==> src/rtl/digit_serial_adder.sv <==
// Digit-serial (2 bits per cycle) adder with valid/ready handshakes on both sides.
// The result builds from the LSB digit upward and is held in DONE until it is taken.
module digit_serial_adder #(
    parameter int unsigned WIDTH = 16
) (
    input  logic             clk,
    input  logic             rst,
    input  logic             in_valid,
    output logic             in_ready,
    input  logic [WIDTH-1:0] op_a,
    input  logic [WIDTH-1:0] op_b,
    input  logic             cin,
    output logic             out_valid,
    input  logic             out_ready,
    output logic [WIDTH-1:0] sum,
    output logic             cout
);

    localparam int unsigned DIGITS = WIDTH / 2;
    localparam int unsigned CW     = $clog2(DIGITS + 1);
    localparam logic [CW-1:0] LAST = CW'(DIGITS - 1);

    typedef enum logic [1:0] {
        IDLE = 2'd0,
        RUN  = 2'd1,
        DONE = 2'd2
    } state_t;

    state_t          state_q, state_d;
    logic [WIDTH-1:0] a_q, a_d;
    logic [WIDTH-1:0] b_q, b_d;
    logic [WIDTH-1:0] r_q, r_d;
    logic             c_q, c_d;
    logic [CW-1:0]    cnt_q, cnt_d;

    logic             s0, s1, c1, c2;
    logic [WIDTH+1:0] r_shift;

    // One 2-bit ripple digit from the operand LSBs and the stored carry.
    always_comb begin
        s0      = a_q[0] ^ b_q[0] ^ c_q;
        c1      = (a_q[0] & b_q[0]) | (a_q[0] & c_q) | (b_q[0] & c_q);
        s1      = a_q[1] ^ b_q[1] ^ c1;
        c2      = (a_q[1] & b_q[1]) | (a_q[1] & c1) | (b_q[1] & c1);
        r_shift = {s1, s0, r_q};
    end

    always_comb begin
        state_d = state_q;
        a_d     = a_q;
        b_d     = b_q;
        r_d     = r_q;
        c_d     = c_q;
        cnt_d   = cnt_q;
        unique case (state_q)
            IDLE: begin
                if (in_valid) begin
                    a_d     = op_a;
                    b_d     = op_b;
                    c_d     = cin;
                    cnt_d   = '0;
                    state_d = RUN;
                end
            end
            RUN: begin
                a_d   = a_q >> 2;
                b_d   = b_q >> 2;
                r_d   = r_shift[WIDTH+1:2];
                c_d   = c2;
                cnt_d = cnt_q + 1'b1;
                if (cnt_q == LAST) begin
                    state_d = DONE;
                end
            end
            DONE: begin
                if (out_ready) begin
                    state_d = IDLE;
                end
            end
            default: state_d = IDLE;
        endcase
    end

    always_ff @(posedge clk or posedge rst) begin
        if (rst) begin
            state_q <= IDLE;
            a_q     <= '0;
            b_q     <= '0;
            r_q     <= '0;
            c_q     <= 1'b0;
            cnt_q   <= '0;
        end else begin
            state_q <= state_d;
            a_q     <= a_d;
            b_q     <= b_d;
            r_q     <= r_d;
            c_q     <= c_d;
            cnt_q   <= cnt_d;
        end
    end

    assign in_ready  = (state_q == IDLE);
    assign out_valid = (state_q == DONE);
    assign sum       = r_q;
    assign cout      = c_q;

endmodule

==> config.mk <==
export PLATFORM = sky130hd
export DESIGN_NAME = digit_serial_adder
export DESIGN_NICKNAME = d
export VERILOG_FILES = /design/src/rtl/digit_serial_adder.sv
export SDC_FILE = /design/constraint.sdc
export NUM_CORES = 1
export LEC_CHECK = 0
export CAP_MARGIN = 0
export CORE_MARGIN = 1.5
export CORE_UTILIZATION = 45
export CTS_BUF_LIST = sky130_fd_sc_hd__clkbuf_8
export DETAILED_ROUTE_END_ITERATION = 12
export GPL_ROUTABILITY_DRIVEN = 0
export PLACE_DENSITY = 0.72
export SETUP_SLACK_MARGIN = 0.4
export SYNTH_ARGS = -nofsm -noshare
export SYNTH_HDL_FRONTEND = slang
export SYNTH_SLANG_ARGS = --single-unit
==> constraint.sdc <==
create_clock -name clk -period 3.8 [get_ports clk]
set_input_delay 1.14 -clock clk [delete_from_list [all_inputs] [get_ports clk]]
set_output_delay 1.14 -clock clk [all_outputs]
set_load 0.01 [all_outputs]
Word-level counts from Yosys, hierarchy flattened. Cells that the tools add are included.

Register bits: 55. Input port bits: 37. Output and inout port bits: 19.

Bitwise operators: 14. Multiplexer cells: 12. Add/subtract/negate cells: 1. Equal/unequal tests: 6. Reduce and logical (&&, ||, !) cells: 4.

Operators by type and width (number): $pmux 16 s2 (2); $mux 16 (2); $pmux 4 s2 (1); $and 1x1->1 (6); $mux 2 (3); $pmux 2 s3 (1); $add 4x1->4 const B (1); $eq 4x3->1 const B (1); $mux 4 (1); $ne 2x2->1 const B (2); $or 1x1->1 (4); $xor 1x1->1 (4); $reduce_and 3->1 (1); $eq 2x1->1 const B (1); $eq 2x2->1 const B (1); $logic_not 2->1 (1); $ne 2x1->1 const B (1); $pmux 1 s2 (1); $reduce_and 2->1 (1); $reduce_bool 2->1 (1); $mux 1 (1).

Depth between registers and ports, before layout.
Depth after elaboration: 7. Gate-level depth with buffers: 5.

Least setup slack after synthesis. Ideal clock, no wire load.

Kind: reg2out. From: register state_q[0]. To: output in_ready. Stages on the path, launching flop included: 3. Arrival: 0.821 ns. Required time: 2.660 ns. Path slack: 1.839 ns. Cell sequence: dfrtp_1 buf_2 nor2_1.

Longest elaborated chain between the ends: 1.

Ends and longest elaborated chain: start: declaration (RTL line 29) `state_t state_q, state_d;`; start signal: assignment (RTL line 93) `state_q <= state_d;`; $logic_not 2->1 (RTL line 102) `assign in_ready = (state_q == IDLE);`; end: declaration (RTL line 9) `output logic in_ready,`.

Every way passes these cells.

Final worst setup path.
From: register state_q[1]. To: output out_valid.

Longest elaborated chain between the ends: 1.

Ends and longest elaborated chain: $eq 2x2->1 (RTL line 103) `assign out_valid = (state_q == DONE);`; end: declaration (RTL line 13) `output logic out_valid,`.

Every way passes these cells.

==> metrics.yaml <==
drv_cap: 0
p_clk_share_pct: 14.5
hpwl_um: 3830
timing.hold.ws_ns: 0.484
finalSetupViolCount: 0
grt_setup_unrepaired: "no"
grt_max_degree: 39
grt_overflow: 0
worst_setup_path_start_kind: "flip-flop"
drc: 0
cts_hold_buf: 0
synth_edf_count: 0
coreArea_sq_um: 5540
die_h_um: 78.9
swShare_pct: 37.1
avgSynthCellArea_sq_um: 9.43
p_seq_share_pct: 44.3
netSwitchingPower_uw: 804
gr-usage-all-layers_pct: 19.6
fmax_mhz: 341
numPortBuffers: 55
dominantRegCellSynth: "dfrtp_1"
grt_pass1_wl_um: 9600
worstPathMaxFanout: 38
syn_inst: 275
syn_area_sq_um: 2590
yosys-top-cells-count: "62 x nand2_1, 55 x dfrtp_1, 32 x o21ai_1"
end_kind: "output pin"
synth_top_area_share_pct: 53.1
clock-sinks: 55
dr.pass1.iters: 4
synth_top_area_cell: "dfrtp_1"
timing.final.crit_share_pct: 77.2
cp.arrival_ns: 1.79
h-tree-depth: 2
finalHoldViolations: 0
cts_root_buf: "clkbuf_8"
dpl.cell_count: 389
power_density_nw_per_um2: 663
nets: 364
fin_tns_setup_ns: 0
ant_nets: 0
yosysMostFrequentCell: "nand2_1"
period_needed_ns: 2.93
post-cts-setup-buffer-count: 0
start_util_pct: 46.8
grt_pass1_vias: 1985
async_flop_share_pct: 100
layout.cells.non_filler: 397
viasPerCell: 5.31
antenna_found_initial: 0
hold_end: "sum[0]$_DFFE_PP0N_"
wl_per_cell_um: 14.5
min_path_cells: 2
seq_area_frac_synth_pct: 53.1
status: "complete, no violations"
internal_power_uw: 1360
worstRegToRegCells: 4
synth_seq_cells: 55
clkTransAtPathRegs_ns: 0.09
holdCritStartpoint: "sum[0]$_DFFE_PP0N_"
cp.required_ns: 2.66
rows: 27
io_pins: 56
hold_class: "reg2reg"
clock_latency_ns: 0.31
via_count: 2110
ys.warnings.count: 0
r2r-end: "b_q[8]$_DFFE_PP0P_"
critPathKind: "reg2out"
rrSetupSlack_ns: 1.82
dieArea_sq_um: 6230
dr.first_iter.drc_count: 171
cts_tree: "yes"
numCtsBuffers: 5
ir_drop_uv: 273
maxSlewViolCount: 0
worst_pin_slew_ns: 1.21
p_leak_uw: 0.00150
relSlewSlack_pct: 19.2
skew_ns: 0.0112
post_cts_resized: 0
r2r-start: "state_q[0]$_DFFE_PP0P_"
routed_wl_um: 5740
clk_path_buf_depth: 2
ys_types: 26
synthToLayoutAreaGrowth_pct: 26.1
drive_gt1_share_pct: 5.54
syn-num-nets: 315
p_comb_share_pct: 41.2
synthTopCellsByArea: "dfrtp_1 53%, nand2_1 9.0%, o21ai_1 6.2%"
die_w_um: 78.9
antenna_cells: 0
[state kept, by name, indices dropped and copies added, names as in the netlist]
| register | count |
|---|---|
| cnt_q | 4 |
| b_q | 16 |
| a_q | 16 |
| sum | 16 |
| cout | 1 |
| state_q | 2 |
[power by group through the flow]
stage                     clock, uW  combinational, uW  sequential, uW
final                           316                894             960
after global routing            349                999             994
after CTS                       325                901             961
after detailed placement          0                898             971
after global placement            0                874             965
after floorplan                   0                548             975
[metal layers]
metal | vias up | GRT usage (%) | routed length, um
li1 | 1039 | - | -
met5 | - | 0 | 0
met2 | 60 | 30.5 | 2690
met4 | 0 | 4.39 | 65
met1 | 1005 | 27.6 | 2630
met3 | 6 | 4.94 | 361
[metrics by stage]
step	power [uW]	setup WS [ns]	cell area, sq um	util, %
2_1_floorplan	1520	1.32	2590	-
3_3_place_gp	1840	0.968	3190	57.5
3_5_place_dp	1870	0.887	3190	57.5
4_1_cts	2190	0.856	3270	59.0
5_1_grt	2340	0.792	3270	59.0
6_report	2170	0.867	3270	59.0
[kinds of logic after synthesis]
family          count (synthesis)  synth area share, %
fa+ha+maj                       3                 2.03
flops                          55                 53.1
buf+inv                        28                 5.26
mux                             1                0.386
compound gates                 89                 20.2
simple gates                   99                 19.1
[layout make-up]
cell class / count / area (sq um)
Clock inverter: 3 / 15.0
Multi-Input combinational cell: 192 / 1080
Clock buffer: 5 / 68.8
Sequential cell: 55 / 1380
Tap cell: 72 / 90.1
Timing Repair Buffer: 63 / 611
Fill cell: 503 / 2270
Inverter: 7 / 26.3
[worst max-delay path by stage]
stage / startpoint / cells after the start / endpoint / slack [ns]
3_5_place_dp: in_valid / 4 / b_q[8]$_DFFE_PP0P_ / 0.89
2_1_floorplan: rst / 1 / a_q[0]$_DFFE_PP0P_ / 1.32
3_3_place_gp: in_valid / 4 / b_q[15]$_DFFE_PP0P_ / 0.97
4_1_cts: state_q[1]$_DFFE_PP0P_ / 3 / out_valid / 0.86
5_1_grt: state_q[1]$_DFFE_PP0P_ / 3 / out_valid / 0.79
6_report: state_q[1]$_DFFE_PP0P_ / 3 / out_valid / 0.87
[worst max-delay path, stage by stage (launching register included)]
cell             delay, ns
dfrtp_1               0.33
buf_4                 0.36
nor2b_1               0.22
clkdlybuf4s50_1       0.57
[cell usage in the layout (no fill, tap or decap)]
master and n:
mux2i_1 1, o21ai_0 2, fa_1 2, a32o_1 2, o21ai_1 32, and2_1 1
nor2b_2 1, nor2_1 2, o31ai_1 1, o21bai_1 1, a22oi_1 15, clkinv_2 3
a22o_1 3, a21oi_1 29, ha_1 1, clkdlybuf4s50_1 55, buf_4 8, nand2_1 62
nand2b_1 2, inv_1 6, inv_2 1, nor2b_1 15, clkbuf_8 5, dfrtp_1 55
and3b_1 14, nand3_1 1, and2b_1 1, a2bb2oi_1 4
No activity file was read; power rests on OpenSTA's default activity.
